$ cat src/rtl/bit_serializer_if.sv
// ---------------------------------------------------------------------------
// bit_serializer_if
//   Handshake and serial-output bundle for bit_serializer.
//
//   Signals:
//     din        parallel word to serialize (WIDTH bits)
//     din_valid  din holds a word to transfer
//     din_ready  serializer can accept a word this cycle
//     x_out      serial bit stream
//     bit_valid  x_out carries a frame bit this cycle
//     last_bit   x_out is the final bit of the frame
//     busy       serializer is not idle
//
//   Modports:
//     slave   - the serializer (consumes din, produces the serial stream)
//     master  - the word source / stream observer
// ---------------------------------------------------------------------------
interface bit_serializer_if #(
  parameter int WIDTH = 8
);
  logic [WIDTH-1:0] din;
  logic             din_valid;
  logic             din_ready;
  logic             x_out;
  logic             bit_valid;
  logic             last_bit;
  logic             busy;

  modport slave (
    input  din,
    input  din_valid,
    output din_ready,
    output x_out,
    output bit_valid,
    output last_bit,
    output busy
  );

  modport master (
    output din,
    output din_valid,
    input  din_ready,
    input  x_out,
    input  bit_valid,
    input  last_bit,
    input  busy
  );
endinterface

$ cat src/rtl/bit_serializer.sv
// ---------------------------------------------------------------------------
// bit_serializer
//   Accepts a WIDTH-bit word over a valid/ready handshake and shifts it out
//   one bit per cycle on x_out, optionally followed by an even-parity bit,
//   then idles for GAP cycles before accepting the next word.
//
//   Parameters:
//     WIDTH      data bits per word (2..32)
//     GAP        forced idle cycles after each frame (0..15)
//     MSB_FIRST  1: din[WIDTH-1] first, 0: din[0] first
//
//   Ports:
//     clk        rising-edge clock
//     rst        synchronous, active-high reset
//     bus        bit_serializer_if.slave (din/din_valid in; din_ready,
//                x_out, bit_valid, last_bit, busy out)
//
//   Optional feature:
//     Define BIT_SERIALIZER_PARITY_EN to append one even-parity bit
//     (XOR of the captured word) as the final frame bit.
//
//   Timing: a word transferred in cycle 0 shows its first bit in cycle 1;
//   the word-to-word period is 1 + WIDTH + P + GAP cycles (P = parity bit).
// ---------------------------------------------------------------------------
module bit_serializer #(
  parameter int WIDTH     = 8,
  parameter int GAP       = 1,
  parameter bit MSB_FIRST = 1'b1
) (
  input  logic              clk,
  input  logic              rst,
  bit_serializer_if.slave   bus
);

  localparam int                CNT_W    = $clog2(WIDTH + 1);
  localparam logic [CNT_W-1:0]  CNT_LAST = CNT_W'(WIDTH - 1);
  localparam logic [3:0]        GAP_LAST = (GAP == 0) ? 4'd0 : 4'(GAP - 1);

`ifdef BIT_SERIALIZER_PARITY_EN
  typedef enum logic [1:0] {
    ST_IDLE   = 2'd0,
    ST_SHIFT  = 2'd1,
    ST_PARITY = 2'd2,
    ST_GAP    = 2'd3
  } state_e;
`else
  typedef enum logic [1:0] {
    ST_IDLE  = 2'd0,
    ST_SHIFT = 2'd1,
    ST_GAP   = 2'd3
  } state_e;
`endif

  // Where the FSM goes once the frame's last bit has been shown.
  localparam state_e AFTER_FRAME = (GAP > 0) ? ST_GAP : ST_IDLE;

  state_e           state_q, state_d;
  logic [WIDTH-1:0] shreg_q, shreg_d;
  logic [CNT_W-1:0] cnt_q,   cnt_d;
  logic [3:0]       gap_q,   gap_d;
  logic             x_out_q, x_out_d;
  logic             bit_valid_q, bit_valid_d;
  logic             last_bit_q,  last_bit_d;
`ifdef BIT_SERIALIZER_PARITY_EN
  logic             parity_q, parity_d;
`endif

  logic transfer;

  // The bit currently at the output end of the shift register.
  function automatic logic head_bit(input logic [WIDTH-1:0] v);
    return MSB_FIRST ? v[WIDTH-1] : v[0];
  endfunction

  // Drop the head bit and bring the next one into position.
  function automatic logic [WIDTH-1:0] advance(input logic [WIDTH-1:0] v);
    return MSB_FIRST ? {v[WIDTH-2:0], 1'b0} : {1'b0, v[WIDTH-1:1]};
  endfunction

  assign bus.din_ready = (state_q == ST_IDLE);
  assign bus.busy      = (state_q != ST_IDLE);
  assign transfer      = bus.din_valid && (state_q == ST_IDLE);

  // Next-state and registered-output computation.
  always_comb begin
    // NOTE: every signal written here gets a default first so no path
    // leaves it unassigned, which would otherwise infer a latch.
    state_d  = state_q;
    shreg_d  = shreg_q;
    cnt_d    = cnt_q;
    gap_d    = gap_q;
`ifdef BIT_SERIALIZER_PARITY_EN
    parity_d = parity_q;
`endif

    case (state_q)
      ST_IDLE: begin
        if (transfer) begin
          shreg_d  = bus.din;
          cnt_d    = '0;
          state_d  = ST_SHIFT;
`ifdef BIT_SERIALIZER_PARITY_EN
          parity_d = ^bus.din;
`endif
        end
      end

      // shreg_q's head bit is the one on x_out this cycle; cnt_q is its index.
      ST_SHIFT: begin
        if (cnt_q == CNT_LAST) begin
`ifdef BIT_SERIALIZER_PARITY_EN
          state_d = ST_PARITY;
`else
          state_d = AFTER_FRAME;
`endif
          gap_d   = '0;
        end else begin
          shreg_d = advance(shreg_q);
          cnt_d   = cnt_q + 1'b1;
        end
      end

`ifdef BIT_SERIALIZER_PARITY_EN
      ST_PARITY: begin
        state_d = AFTER_FRAME;
        gap_d   = '0;
      end
`endif

      ST_GAP: begin
        if (gap_q == GAP_LAST) begin
          state_d = ST_IDLE;
        end else begin
          gap_d = gap_q + 4'd1;
        end
      end

      default: state_d = ST_IDLE;
    endcase

    // Outputs are registered, so they are derived from the state being
    // entered: this gives the first bit one cycle after the transfer.
    x_out_d     = 1'b0;
    bit_valid_d = 1'b0;
    last_bit_d  = 1'b0;
    if (state_d == ST_SHIFT) begin
      x_out_d     = head_bit(shreg_d);
      bit_valid_d = 1'b1;
`ifndef BIT_SERIALIZER_PARITY_EN
      last_bit_d  = (cnt_d == CNT_LAST);
`endif
    end
`ifdef BIT_SERIALIZER_PARITY_EN
    else if (state_d == ST_PARITY) begin
      x_out_d     = parity_d;
      bit_valid_d = 1'b1;
      last_bit_d  = 1'b1;
    end
`endif
  end

  // Reset wins over everything, including a transfer on the same edge.
  always_ff @(posedge clk) begin
    // NOTE: state registers use non-blocking assignments so every flop
    // samples the pre-edge values regardless of statement order.
    if (rst) begin
      state_q     <= ST_IDLE;
      shreg_q     <= '0;
      cnt_q       <= '0;
      gap_q       <= '0;
      x_out_q     <= 1'b0;
      bit_valid_q <= 1'b0;
      last_bit_q  <= 1'b0;
`ifdef BIT_SERIALIZER_PARITY_EN
      parity_q    <= 1'b0;
`endif
    end else begin
      state_q     <= state_d;
      shreg_q     <= shreg_d;
      cnt_q       <= cnt_d;
      gap_q       <= gap_d;
      x_out_q     <= x_out_d;
      bit_valid_q <= bit_valid_d;
      last_bit_q  <= last_bit_d;
`ifdef BIT_SERIALIZER_PARITY_EN
      parity_q    <= parity_d;
`endif
    end
  end

  assign bus.x_out     = x_out_q;
  assign bus.bit_valid = bit_valid_q;
  assign bus.last_bit  = last_bit_q;

endmodule
$ cat src/flat_wrapper.sv
// flat-port wrapper written by rule: the top's interface ports become plain ports
module bit_serializer_flat 
#(
  parameter int WIDTH     = 8,
  parameter int GAP       = 1,
  parameter bit MSB_FIRST = 1'b1
)
  (clk, rst, bus_din, bus_din_valid, bus_din_ready, bus_x_out, bus_bit_valid, bus_last_bit, bus_busy);
  bit_serializer_if #(.WIDTH(WIDTH)) bus_i ();
  input  logic clk;
  input  logic rst;
  input wire logic [$bits(bus_i.din)-1:0] bus_din;
  input wire logic [$bits(bus_i.din_valid)-1:0] bus_din_valid;
  output wire logic [$bits(bus_i.din_ready)-1:0] bus_din_ready;
  output wire logic [$bits(bus_i.x_out)-1:0] bus_x_out;
  output wire logic [$bits(bus_i.bit_valid)-1:0] bus_bit_valid;
  output wire logic [$bits(bus_i.last_bit)-1:0] bus_last_bit;
  output wire logic [$bits(bus_i.busy)-1:0] bus_busy;
  assign bus_i.din = bus_din;
  assign bus_i.din_valid = bus_din_valid;
  assign bus_din_ready = bus_i.din_ready;
  assign bus_x_out = bus_i.x_out;
  assign bus_bit_valid = bus_i.bit_valid;
  assign bus_last_bit = bus_i.last_bit;
  assign bus_busy = bus_i.busy;
  bit_serializer #(.WIDTH(WIDTH), .GAP(GAP), .MSB_FIRST(MSB_FIRST)) u_core (.clk(clk), .rst(rst), .bus(bus_i));
endmodule
$ cat config.mk
export PLATFORM = sky130hd
export DESIGN_NAME = bit_serializer_flat
export DESIGN_NICKNAME = d
export VERILOG_FILES = /design/src/rtl/bit_serializer_if.sv /design/src/rtl/bit_serializer.sv /design/src/flat_wrapper.sv
export SDC_FILE = /design/constraint.sdc
export NUM_CORES = 1
export LEC_CHECK = 0
export CAP_MARGIN = 30
export CORE_MARGIN = 1.5
export CORE_UTILIZATION = 50
export CTS_BUF_LIST = sky130_fd_sc_hd__clkbuf_16
export DETAILED_ROUTE_END_ITERATION = 7
export PLACE_DENSITY_LB_ADDON = 0.25
export SLEW_MARGIN = 30
export SYNTH_ARGS = -nofsm -noshare
export SYNTH_HDL_FRONTEND = slang
export SYNTH_SLANG_ARGS = --single-unit
$ cat constraint.sdc
create_clock -name clk -period 2.4 [get_ports clk]
set_input_delay 0.48 -clock clk [delete_from_list [all_inputs] [get_ports clk]]
set_output_delay 0.48 -clock clk [all_outputs]
set_load 0.01 [all_outputs]
==> results.sh <==
export IMPL_rows=15
export IMPL_synth_edff_count=0
export IMPL_fin_setup_tns_ps=0
export IMPL_hold_viol=0
export IMPL_cp_required_ps=1920
export IMPL_synthCells=102
export IMPL_antenna_found_initial=0
export IMPL_fmax_ghz=0.4997
export IMPL_initial_core_util_pct=53.48
export IMPL_synth_ff_type="dfxtp_1"
export IMPL_grt_usage_pct=19.69
export IMPL_p_total_uw=792.3
export IMPL_met2_length_um=940
export IMPL_clkTransAtPathRegs_ps=50
export IMPL_hold_class="reg2reg"
export IMPL_wire_per_inst_um=12.87
export IMPL_drcViolationCount=0
export IMPL_rsz0062_at_grt="no"
export IMPL_synth_top_cells_by_count="21 x dfxtp_1, 16 x nor2_1, 7 x a222oi_1, 7 x inv_1, 6 x a21oi_1"
export IMPL_pwr_share_clk_pct=43.0
export IMPL_overflow=0
export IMPL_core_sq_mm=0.001745
export IMPL_via_per_inst=5.725
export IMPL_drt_total_wl_um=1828
export IMPL_synth_top_area_share_pct=45.04
export IMPL_die_y_um=46.21
export IMPL_cp_max_fo=12
export IMPL_drv_slew=0
export IMPL_syn_nets=116
export IMPL_regArea_sq_um=420.4
export IMPL_ys_types=35
export IMPL_tightest_slew_ps=376.8
export IMPL_first_pass_iters=6
export IMPL_cts_root_buf="clkbuf_16"
export IMPL_syn2layout_area_growth_pct=26.54
export IMPL_cell_internal_pwr_uw=627.9
export IMPL_num_fill_cells=149
export IMPL_slew_headroom_pct=74.85
export IMPL_layout_drive_gt1_share_pct=9.402
export IMPL_combPwrFrac_pct=9.8
export IMPL_wl_met1_um=810
export IMPL_place_ws_ps=393.4
export IMPL_drtIter0Drc=47
export IMPL_yosysSeqAreaShare_pct=45.04
export IMPL_cap_violations=0
export IMPL_powerDensity_mw_per_mm2=670.8
export IMPL_die_area_sq_mm=0.002135
export IMPL_netlist_top_cell_by_area="dfxtp_1"
export IMPL_cellLeakagePower_nw=0.4751
export IMPL_crit_type="reg2out"
export IMPL_nets=132
export IMPL_synth_most_common_cell="dfxtp_1"
export IMPL_met3RoutedLength_um=65
export IMPL_swShare_pct=20.76
export IMPL_multi_input_area_sq_um=465.4
export IMPL_clk_insertion_delay_late_ps=250
export IMPL_irDropWorstVdd_v=0.0004406
export IMPL_gp_congestion=0.7997
export IMPL_p_seq_share_pct=47.1
export IMPL_cts_sinks=21
export IMPL_diodes=0
export IMPL_cp_end_kind="output pin"
export IMPL_dr_total_vias=813
export IMPL_ctsResizeCount=0
export IMPL_detail_route_antenna_nets=0
export IMPL_die_w_um=46.21
export IMPL_h_tree_depth=1
export IMPL_hpwl_um=1370
export IMPL_grt_max_degree=13
export IMPL_fin_crit_sh_pct=83.38
export IMPL_start_kind="flop"
export IMPL_worstHoldPathCells=2
export IMPL_synth_warnings=0
export IMPL_hold_buffers=0
export IMPL_clock_path_buffers=2
export IMPL_timing_final_ws_setup_ps=398.9
export IMPL_final_min_clock_period_ps=2001
export IMPL_synthTopCellsByArea="dfxtp_1 45%, a222oi_1 7.5%, nor2_1 6.4%, ha_1 4.0%, a21oi_1 3.2%"
export IMPL_finalSetupViolCount=0
export IMPL_grt_pass1_vias=740
export IMPL_grt_first_pass_wirelength_um=3070
export IMPL_finClkSkew_ps=1.739
export IMPL_post_cts_buffers=0
export IMPL_top_layer="met4"
export IMPL_status="complete, no violations"
export IMPL_pin_count=16
export IMPL_reg2reg_depth=6
export IMPL_worstPathArrival_ps=1520
export IMPL_cts_inserted_buffers=3
export IMPL_syn_cell_area_sq_um=933.4
export IMPL_ys_async_sr_fraction_pct=0
export IMPL_cts_tree="yes"
export IMPL_port_buffers=15
export IMPL_syn_avg_cell_area_sq_um=9.151
export IMPL_p_switching_uw=164.5
export IMPL_ys_ff_latch=21
[worst max-delay path: stages (launching register included)]
cell,delay (ps)
dfxtp_1,540
nor2_1,140
inv_1,70
clkdlybuf4s50_1,520
[stage by stage]
step / utilization (%) / cells / instance area, sq um / hold WS (ps)
2_1_floorplan: - / 102 / 933.4 / 454.8
3_3_place_gp: 63.08 / 138 / 1101 / 470.3
3_5_place_dp: 63.08 / 138 / 1101 / 478.9
4_1_cts: 67.67 / 142 / 1181 / 488.1
5_1_grt: 67.67 / 142 / 1181 / 502.7
6_report: 67.67 / 142 / 1181 / 488.8
[power by group through the flow]
stage	Combinational (mW)	Sequential (mW)	Clock (mW)
after global routing	0.0868	0.374	0.364
after global placement	0.0754	0.380	0
after floorplan	0.0461	0.376	0
after detailed placement	0.0781	0.380	0
final	0.0780	0.373	0.341
after CTS	0.0785	0.373	0.349
[area by class of cell]
cell class	instances	share of cell area, %
clock buffers	3	6.356
multi-input cells	69	39.41
clock inverters	1	0.4237
inverters	7	2.225
well taps	25	2.648
repair buffers	16	13.35
flip-flops and latches	21	35.59
[cell usage in the layout (no fill, tap or decap), drive strengths merged]
cell type / count
a21o: 3
a21oi: 7
a222oi: 7
a22oi: 1
a2bb2oi: 1
a311oi: 1
a32oi: 1
and2: 1
and2b: 1
and3: 1
and3b: 2
and4b: 1
buf: 1
clkbuf: 3
clkdlybuf4s50: 15
clkinv: 1
dfxtp: 21
ha: 3
inv: 7
mux2i: 1
nand2: 3
nand2b: 1
nand3: 2
nand4: 1
nor2: 17
nor3: 2
o211ai: 2
o21ai: 3
o21bai: 1
or3: 2
or3b: 3
xnor2: 1
[path summary, 6_finish.rpt]
kind	slack (ps)	from	end
hold / removal	490	u_core.gap_q[3]	u_core.gap_q[3]
setup reg to reg	760	u_core.gap_q[0]	u_core.gap_q[3]
hold reg to reg	490	u_core.gap_q[3]	u_core.gap_q[3]
setup / recovery	400	u_core.state_q[0]	bus_busy
[layer usage]
metal	vias up	track usage, %
li1	402	-
met1	390	23.39
met2	19	35.00
met3	2	3.529
met4	0	6.857
met5	-	0
[sequential cells by signal (all words and copies together), names as in the netlist]
name,cells
u_core.state_q,2
u_core.gap_q,4
u_core.bus.last_bit,1
u_core.bus.bit_valid,1
u_core.shreg_q,8
u_core.cnt_q,4
u_core.bus.x_out,1
[cell families (layout without fill, tap and decap cells)]
| kind of cell | Yosys count | after routing | share of synthesized area (%) |
|---|---|---|---|
| and+or+nand+nor | 37 | 37 | 21.18 |
| AOI/OAI and AO/OA | 27 | 27 | 22.65 |
| DFF | 21 | 21 | 45.04 |
| muxes | 1 | 1 | 1.072 |
| buffers and inverters | 12 | 27 | 5.093 |
| xor gates and xnor gates | 1 | 1 | 0.9385 |
| adders and majority gates | 3 | 3 | 4.022 |
Power figures use the tool's default switching activity.
